File: src/rtl/bsg_mem_subbanked_rr_arbiter_pkg.sv
// Shared types and constants for the subbanked memory round-robin arbiter.
package bsg_mem_subbanked_rr_arbiter_pkg;

    localparam int counter_width_lp = 32;

    typedef enum logic [1:0] {
        IDLE     = 2'd0,
        INFLIGHT = 2'd1,
        HOLD     = 2'd2
    } resp_state_e;

    function automatic int safe_clog2(input int x);
        return (x <= 1) ? 1 : $clog2(x);
    endfunction

endpackage

File: src/rtl/bsg_mem_subbanked_rr_resp_slot.sv
// Per-requester read-response slot: tracks one outstanding read, bypasses the
// memory output in the return cycle and holds it until the requester yumis.
module bsg_mem_subbanked_rr_resp_slot
    import bsg_mem_subbanked_rr_arbiter_pkg::*;
#(
    parameter int width_p = 64
) (
    input  logic               clk_i,
    input  logic               reset_n_i,
    input  logic               accept_read_i,
    input  logic               yumi_i,
    input  logic [width_p-1:0] mem_data_i,
    output logic               v_o,
    output logic [width_p-1:0] data_o,
    output logic               idle_o
);

    resp_state_e        state_reg, state_next;
    logic [width_p-1:0] data_reg;

    always_ff @(posedge clk_i or negedge reset_n_i) begin
        if (!reset_n_i) begin
            state_reg <= IDLE;
            data_reg  <= '0;
        end else begin
            state_reg <= state_next;
            // Memory output is only valid for one cycle, so capture it now.
            if (state_reg == INFLIGHT)
                data_reg <= mem_data_i;
        end
    end

    always_comb begin
        state_next = state_reg;
        unique case (state_reg)
            IDLE:     if (accept_read_i) state_next = INFLIGHT;
            INFLIGHT: state_next = yumi_i ? IDLE : HOLD;
            HOLD:     if (yumi_i) state_next = IDLE;
            default:  state_next = IDLE;
        endcase
    end

    assign v_o    = (state_reg != IDLE);
    assign idle_o = (state_reg == IDLE);
    assign data_o = (state_reg == INFLIGHT) ? mem_data_i : data_reg;

    assert property (@(posedge clk_i) disable iff (!reset_n_i) yumi_i |-> v_o)
        else $error("yumi_i asserted without v_o");

endmodule

File: src/rtl/bsg_mem_subbanked_rr_arbiter.sv
// Round-robin arbiter sharing one subbanked byte-masked SRAM between requesters.
// Optional statistics counters: define BSG_MEM_SUBBANKED_RR_ARBITER_STATS_EN.
module bsg_mem_subbanked_rr_arbiter
    import bsg_mem_subbanked_rr_arbiter_pkg::*;
#(
    parameter int width_p       = 64,
    parameter int els_p         = 512,
    parameter int num_subbank_p = 2,
    parameter int num_req_p     = 2,
    localparam int subbank_width_lp = width_p / num_subbank_p,
    localparam int mask_width_lp    = subbank_width_lp / 8,
    localparam int lg_els_lp        = safe_clog2(els_p)
) (
    input  logic                                                  clk_i,
    input  logic                                                  reset_n_i,
    input  logic [num_req_p-1:0]                                  v_i,
    input  logic [num_req_p-1:0]                                  w_i,
    input  logic [num_req_p-1:0][num_subbank_p-1:0]               subbank_v_i,
    input  logic [num_req_p-1:0][lg_els_lp-1:0]                   addr_i,
    input  logic [num_req_p-1:0][width_p-1:0]                     data_i,
    input  logic [num_req_p-1:0][num_subbank_p-1:0][mask_width_lp-1:0] w_mask_i,
    output logic [num_req_p-1:0]                                  ready_o,
    output logic [num_req_p-1:0]                                  v_o,
    output logic [num_req_p-1:0][width_p-1:0]                     data_o,
    input  logic [num_req_p-1:0]                                  yumi_i,
    output logic [num_subbank_p-1:0]                              mem_v_o,
    output logic                                                  mem_w_o,
    output logic [lg_els_lp-1:0]                                  mem_addr_o,
    output logic [width_p-1:0]                                    mem_data_o,
    output logic [num_subbank_p-1:0][mask_width_lp-1:0]           mem_w_mask_o,
    input  logic [width_p-1:0]                                    mem_data_i
`ifdef BSG_MEM_SUBBANKED_RR_ARBITER_STATS_EN
    ,
    output logic [num_req_p-1:0][counter_width_lp-1:0]            grant_cnt_o,
    output logic [counter_width_lp-1:0]                           conflict_cnt_o
`endif
);

    localparam int lg_req_lp = safe_clog2(num_req_p);

    logic [num_req_p-1:0] slot_idle;
    logic [num_req_p-1:0] eligible;
    logic [num_req_p-1:0] grant;
    logic [lg_req_lp-1:0] grant_idx;
    logic [lg_req_lp-1:0] cand_idx;
    logic                 grant_found;
    logic [lg_req_lp-1:0] last_grant_reg;

    assign eligible = v_i & slot_idle;

    // Search starts one past the last winner so every requester gets a turn.
    always_comb begin
        grant       = '0;
        grant_idx   = '0;
        cand_idx    = '0;
        grant_found = 1'b0;
        for (int k = 1; k <= num_req_p; k++) begin
            cand_idx = lg_req_lp'((int'(last_grant_reg) + k) % num_req_p);
            if (!grant_found && eligible[cand_idx]) begin
                grant[cand_idx] = 1'b1;
                grant_idx       = cand_idx;
                grant_found     = 1'b1;
            end
        end
    end

    always_ff @(posedge clk_i or negedge reset_n_i) begin
        if (!reset_n_i)
            last_grant_reg <= lg_req_lp'(num_req_p - 1);
        else if (grant_found)
            last_grant_reg <= grant_idx;
    end

    assign ready_o    = grant;
    assign mem_v_o    = grant_found ? subbank_v_i[grant_idx] : '0;
    assign mem_w_o    = w_i[grant_idx];
    assign mem_addr_o = addr_i[grant_idx];
    assign mem_data_o = data_i[grant_idx];

    generate
        for (genvar gi = 0; gi < num_subbank_p; gi++) begin : g_mask
            assign mem_w_mask_o[gi] = (grant_found && subbank_v_i[grant_idx][gi])
                                    ? w_mask_i[grant_idx][gi] : '0;
        end

        for (genvar gi = 0; gi < num_req_p; gi++) begin : g_slot
            bsg_mem_subbanked_rr_resp_slot #(
                .width_p (width_p)
            ) slot (
                .clk_i         (clk_i),
                .reset_n_i     (reset_n_i),
                .accept_read_i (grant[gi] & ~w_i[gi]),
                .yumi_i        (yumi_i[gi]),
                .mem_data_i    (mem_data_i),
                .v_o           (v_o[gi]),
                .data_o        (data_o[gi]),
                .idle_o        (slot_idle[gi])
            );
        end
    endgenerate

`ifdef BSG_MEM_SUBBANKED_RR_ARBITER_STATS_EN
    logic [num_req_p-1:0][counter_width_lp-1:0] grant_cnt_reg;
    logic [counter_width_lp-1:0]                conflict_cnt_reg;

    generate
        for (genvar gi = 0; gi < num_req_p; gi++) begin : g_grant_cnt
            always_ff @(posedge clk_i or negedge reset_n_i) begin
                if (!reset_n_i)
                    grant_cnt_reg[gi] <= '0;
                else if (grant[gi] && (grant_cnt_reg[gi] != '1))
                    grant_cnt_reg[gi] <= grant_cnt_reg[gi] + 1'b1;
            end
        end
    endgenerate

    always_ff @(posedge clk_i or negedge reset_n_i) begin
        if (!reset_n_i)
            conflict_cnt_reg <= '0;
        else if (($countones(eligible) > 1) && (conflict_cnt_reg != '1))
            conflict_cnt_reg <= conflict_cnt_reg + 1'b1;
    end

    assign grant_cnt_o    = grant_cnt_reg;
    assign conflict_cnt_o = conflict_cnt_reg;
`endif

endmodule

File: config.mk
export PLATFORM = sky130hd
export DESIGN_NAME = bsg_mem_subbanked_rr_arbiter
export DESIGN_NICKNAME = d
export VERILOG_FILES = /design/src/rtl/bsg_mem_subbanked_rr_arbiter_pkg.sv /design/src/rtl/bsg_mem_subbanked_rr_resp_slot.sv /design/src/rtl/bsg_mem_subbanked_rr_arbiter.sv
export SDC_FILE = /design/constraint.sdc
export NUM_CORES = 1
export LEC_CHECK = 0
export ABC_AREA = 1
export CORE_AREA = 2 2 178 180
export DETAILED_ROUTE_END_ITERATION = 6
export DIE_AREA = 0 0 180 182
export SYNTH_ARGS = -nofsm -noshare
export SYNTH_HDL_FRONTEND = slang
export SYNTH_SLANG_ARGS = --single-unit
export TNS_END_PERCENT = 30
File: constraint.sdc
create_clock -name clk_i -period 1.26 [get_ports clk_i]
set_input_delay 0.189 -clock clk_i [delete_from_list [all_inputs] [get_ports clk_i]]
set_output_delay 0.189 -clock clk_i [all_outputs]
set_load 0.01 [all_outputs]
* Yosys cells after proc, flatten, opt, wreduce, memory -nomap -nowiden *
Index checks and enable logic that the tools add are counted.

cells by class
  equality and inequality tests = 8
  bitwise operators = 6
  magnitude comparators = 5
  reduce and logical (&&, ||, !) cells = 12
  mux-type cells = 37
  add/subtract/negate cells = 2

operators with widths
  kind                                                 number
  two-way mux 64 bit                                   4
  two-way mux 2 bit                                    11
  two-way mux 9 bit                                    2
  two-way mux 8 bit                                    2
  two-way mux 1 bit                                    12
  case mux 2 bit (3 select lines)                      2
  two-way mux 4 bit                                    2
  < comparator 1 x 2 -> 1 bit, second input constant   3
  logical AND 1 bit                                    5
  equality test 2 x 1 -> 1 bit, second input constant  2
  equality test 2 bit, second input constant           2
  zero test 2 bit                                      2
  != test 2 x 1 -> 1 bit, second input constant        2
  != test 2 bit, second input constant                 2
  AND reduction 2 bit                                  2
  nonzero test 2 bit                                   2
  adder 1 bit, second input constant                   2
  bitwise AND 1 bit                                    2
  bitwise AND 2 bit                                    1
  demux 1 bit (select 1 bit)                           2
  >= comparator 1 bit, second input constant           2
  inverter 1 bit                                       2
  OR 2 bit                                             1
  zero test 1 bit                                      1

storage, ports and cells
  output and inout bits = 216
  word-level logic and storage cells = 75
  register bits = 133
  input bits = 238

* Logic depth before layout (Yosys ltp) *
  depth after elaboration = 12
  mapped depth = 9
  depth with buffers taken out = 8

* Hierarchy *
From an unflattened synthesis, not the netlist that was laid out.

second synthesis, totals
  cell total of the unflattened synthesis = 887
  area, all modules = 6582.6 um^2

modules (own cells, without submodules)
  module                          sequential area each (um^2)  cells each  instances  area an instance (um^2)
  bsg_mem_subbanked_rr_resp_slot  1651.6                       290         2          2636.3
  bsg_mem_subbanked_rr_arbiter    26.3                         307         1          1310.0

* Least setup slack after synthesis *
Ideal clock, no wire load.

  path kind = register to output
  start = register g_slot[0].slot.state_reg[1]
  end = output data_o[54] (netlist name)
  data arrival time = 1201 ps
  stages on the path, launching flop included = 4
  required time = 1071 ps
  path slack = -130 ps
  path buffers = 1
  path through = dfrtp_1 or2_1 clkbuf_1 o21ai_0

RTL lines
  what                    line                                  text
  from (decl)             bsg_mem_subbanked_rr_resp_slot.sv:18  resp_state_e state_reg, state_next;
  from (signal assigned)  bsg_mem_subbanked_rr_resp_slot.sv:26  state_reg <= state_next;
  to (decl)               bsg_mem_subbanked_rr_arbiter.sv:24    output logic [num_req_p-1:0][width_p-1:0] data_o,

==> results.toml <==
[pwr]
power_uw = 25700
pwr-share-clk_pct = 20.2
power_leakage_uw = 0.00724
peakVddDrop_mv = 0.718
power_per_cell_area_nw_per_um2 = 1770
p_seq_share_pct = 25.4
p_int_uw = 16500
p_comb_share_pct = 54.4
p_sw_share_pct = 35.7
p_sw_uw = 9180

[synthesis]
syn_area_per_cell_sq_um = 7.76
synth_cell_types = 19
netlist_top_cells_area = "dfrtp_1 (53%), nand2_1 (23%), o21ai_0 (5.6%)"
yosys_warnings = 0
yosys-top-cells-count = "nand2_1 (375), dfrtp_1 (132), inv_1 (82)"
ys_ff_latch = 133
synthFlopType = "dfrtp_1"
synth_edf_count = 0
synth_top_area_share_pct = 53.1
synthCells = 801
synth.cell_area_sq_um = 6220
synthesis.nets = 1039
synth.most_common_cell = "nand2_1"
seq_area_frac_synth_pct = 53.6
synth.largest_area_cell = "dfrtp_1"
async_reset_ff_share_pct = 100

[final_layout]
syn2layout_area_growth_pct = 133
fin_cells = 1824
nNetsFinal = 1646
design_area_sq_um = 14500
drive_gt1_share_pct = 49.6
largest_reg_flops = 128

[global_routing]
gr-total-overflow = 0
globalRouteMet3Util_pct = 4.01
grt-busiest-layer = "met2"
grt_max_degree = 70
grt_use_met2_pct = 31.2
grt_antenna_before_repair = 2
grt_pass1_vias = 7525
grt.met1_usage_pct = 18.2
track_usage_pct = 17.2
grt_pass1_wl_um = 42800

[min_path]
min_path_type = "input pin to asynchronous set/reset pin"

[detailed_routing]
routedWlPerCell_um = 18.4
ant_nets = 0
drcViolationCount = 0
finalWirelength_um = 33600
drt_iter0_markers = 256
via_per_inst = 4.23
drt_pass1_iterations = 4
vias = 7716

[sta]
setup_tns_ns = -176.71
post-route-period-util_pct = 178
rsz0062_at_grt = "true"
drv_slew = 0
skew_ns = 0.00879
finalSetupViolations = 326
max_freq_ghz = 0.447
setup_ws_ns = -0.977
layout_min_cycle_time_ns = 2.24
hold_viol = 0
worstMarginPinSlew_ns = 0.373
max_slew_margin_pct = 75.2

[clock_network]
cts_tree = "yes"
clk_latency_ns = 0.41
cts_max_path_buffers = 2
clk_pin_slew_ns = 0.06
root_buffer = "clkbuf_16"
cts.sinks = 133
cts_htree_levels = 4
cts_buffers = 17

[worst_setup_path]
cp_max_fo = 7
criticalPathCategory = "register to output port"
max_stage_delay_ns = 0.44
cp.required_ns = 1.07
end_kind = "output port"
reg2reg_slack_ns = -0.43
cp_cell_sequence = "or2_4 -> buf_12 -> buf_8 -> buf_6 -> buf_6 -> buf_6 -> o21ai_4 -> buf_6"
rr_endpoint = "g_slot[0].slot.data_reg[63]"
cpMaxStageDelayCell = "dfrtp_2"
worstPathArrival_ns = 2.05
start_kind = "register"
r2r_start = "g_slot[0].slot.state_reg[1]"
cp_common_cell = "buf_6"
worstRegToRegCells = 8

[placed_design]
routabilityCongestion = 0.885
place_ws_ns = -1.05
placed_cells = 1731
dpl.hpwl_um = 23200
dpl_cell_area_sq_um = 12300
portBuffers = 453

[outcome]
status = "finished, violations left"
violations = "setup timing"

[floorplan]
coreArea_sq_um = 31000
die_h_um = 182
fp.dieW_um = 180
pin_count = 454
dieArea_sq_um = 32800
rows = 65
initial_core_util_pct = 20.1

[job]
maxCapViolations = 0
## per-stage QoR
stage | utilization (%) | hold slack, ns
floorplan | - | -0.107
global placement | 39.6 | 0.122
detailed placement | 39.6 | 0.121
CTS | 42.4 | 0.247
global route | 46.7 | 0.273
finish | 46.7 | 0.248
## cell usage in the layout (no fill, tap or decap), drive strengths merged
cell type,count
buf,346
clkbuf,44
o21ai,129
clkdlybuf4s50,238
diode,2
dlygate4sd3,1
nand2,377
dlygate4sd2,3
nor2,16
dlymetal6s2s,9
a21oi,2
bufbuf,1
dfrtp,132
dfstp,1
inv,86
clkinv,4
bufinv,4
clkdlybuf4s15,12
nand3b,1
clkinvlp,3
nand3,9
or2,2
## power groups by stage
stage | registers, uW | clock network [uW] | logic, uW
6_report | 6530 | 5190 | 14000
2_1_floorplan | 6310 | 0 | 4380
3_5_place_dp | 6420 | 0 | 12000
3_3_place_gp | 6360 | 0 | 11900
4_1_cts | 6370 | 5330 | 12100
5_1_grt | 6680 | 5490 | 14900
## worst max-delay path by stage
stage / startpoint / slack (ns) / end / depth (start not counted)
detailed placement: v_i[0] / -1.05 / mem_data_o[22] / 8
CTS: g_slot[1].slot.state_reg[0] / -1.18 / mem_data_o[40] / 9
global placement: v_i[0] / -1.03 / mem_data_o[22] / 8
finish: g_slot[0].slot.state_reg[1] / -0.98 / data_o[63] / 8
floorplan: last_grant_reg / -0.10 / mem_data_o[10] / 7
global route: g_slot[0].slot.state_reg[0] / -1.05 / data_o[63] / 9
## critical path: cells and delay by family, from the launching register on
family,cells,cell delay [ns]
AO/OA/AOI/OAI,1,0.13
AND/OR/NAND/NOR,1,0.34
buffers and inverters,6,0.73
flip-flops,1,0.44
## logic make-up (layout without fill, tap and decap cells)
family,after synthesis,count (layout),synth area share [%]
compound gates,131,131,10.5
buf+inv,133,751,10.7
flops,133,133,53.6
other cells,0,2,0
simple gates,404,405,25.2
## area by class of cell
class,instances,area [sq um]
Antenna cell,2,5.00
Clock buffer,19,433
Clock inverter,12,179
Fill cell,2971,16500
Inverter,85,327
Multi-Input combinational cell,536,3570
Sequential cell,133,3330
Tap cell,402,503
Timing Repair Buffer,635,6130
## per-layer routing
metal	vias up	wire, um
met5	-	0
met4	0	1550
met3	62	1880
met2	317	18100
met1	3652	12100
li1	3685	-
## repair_timing
item,CTS,global route
cloned,4,19
pin swaps,10,32
endpoints found under the hold margin,30,0
setup buffers,8,30
endpoints found under the setup margin,306,340
hold buffers,1,0
gates resized for setup,446,737
Note: power is estimated with default switching activity, not from simulation.
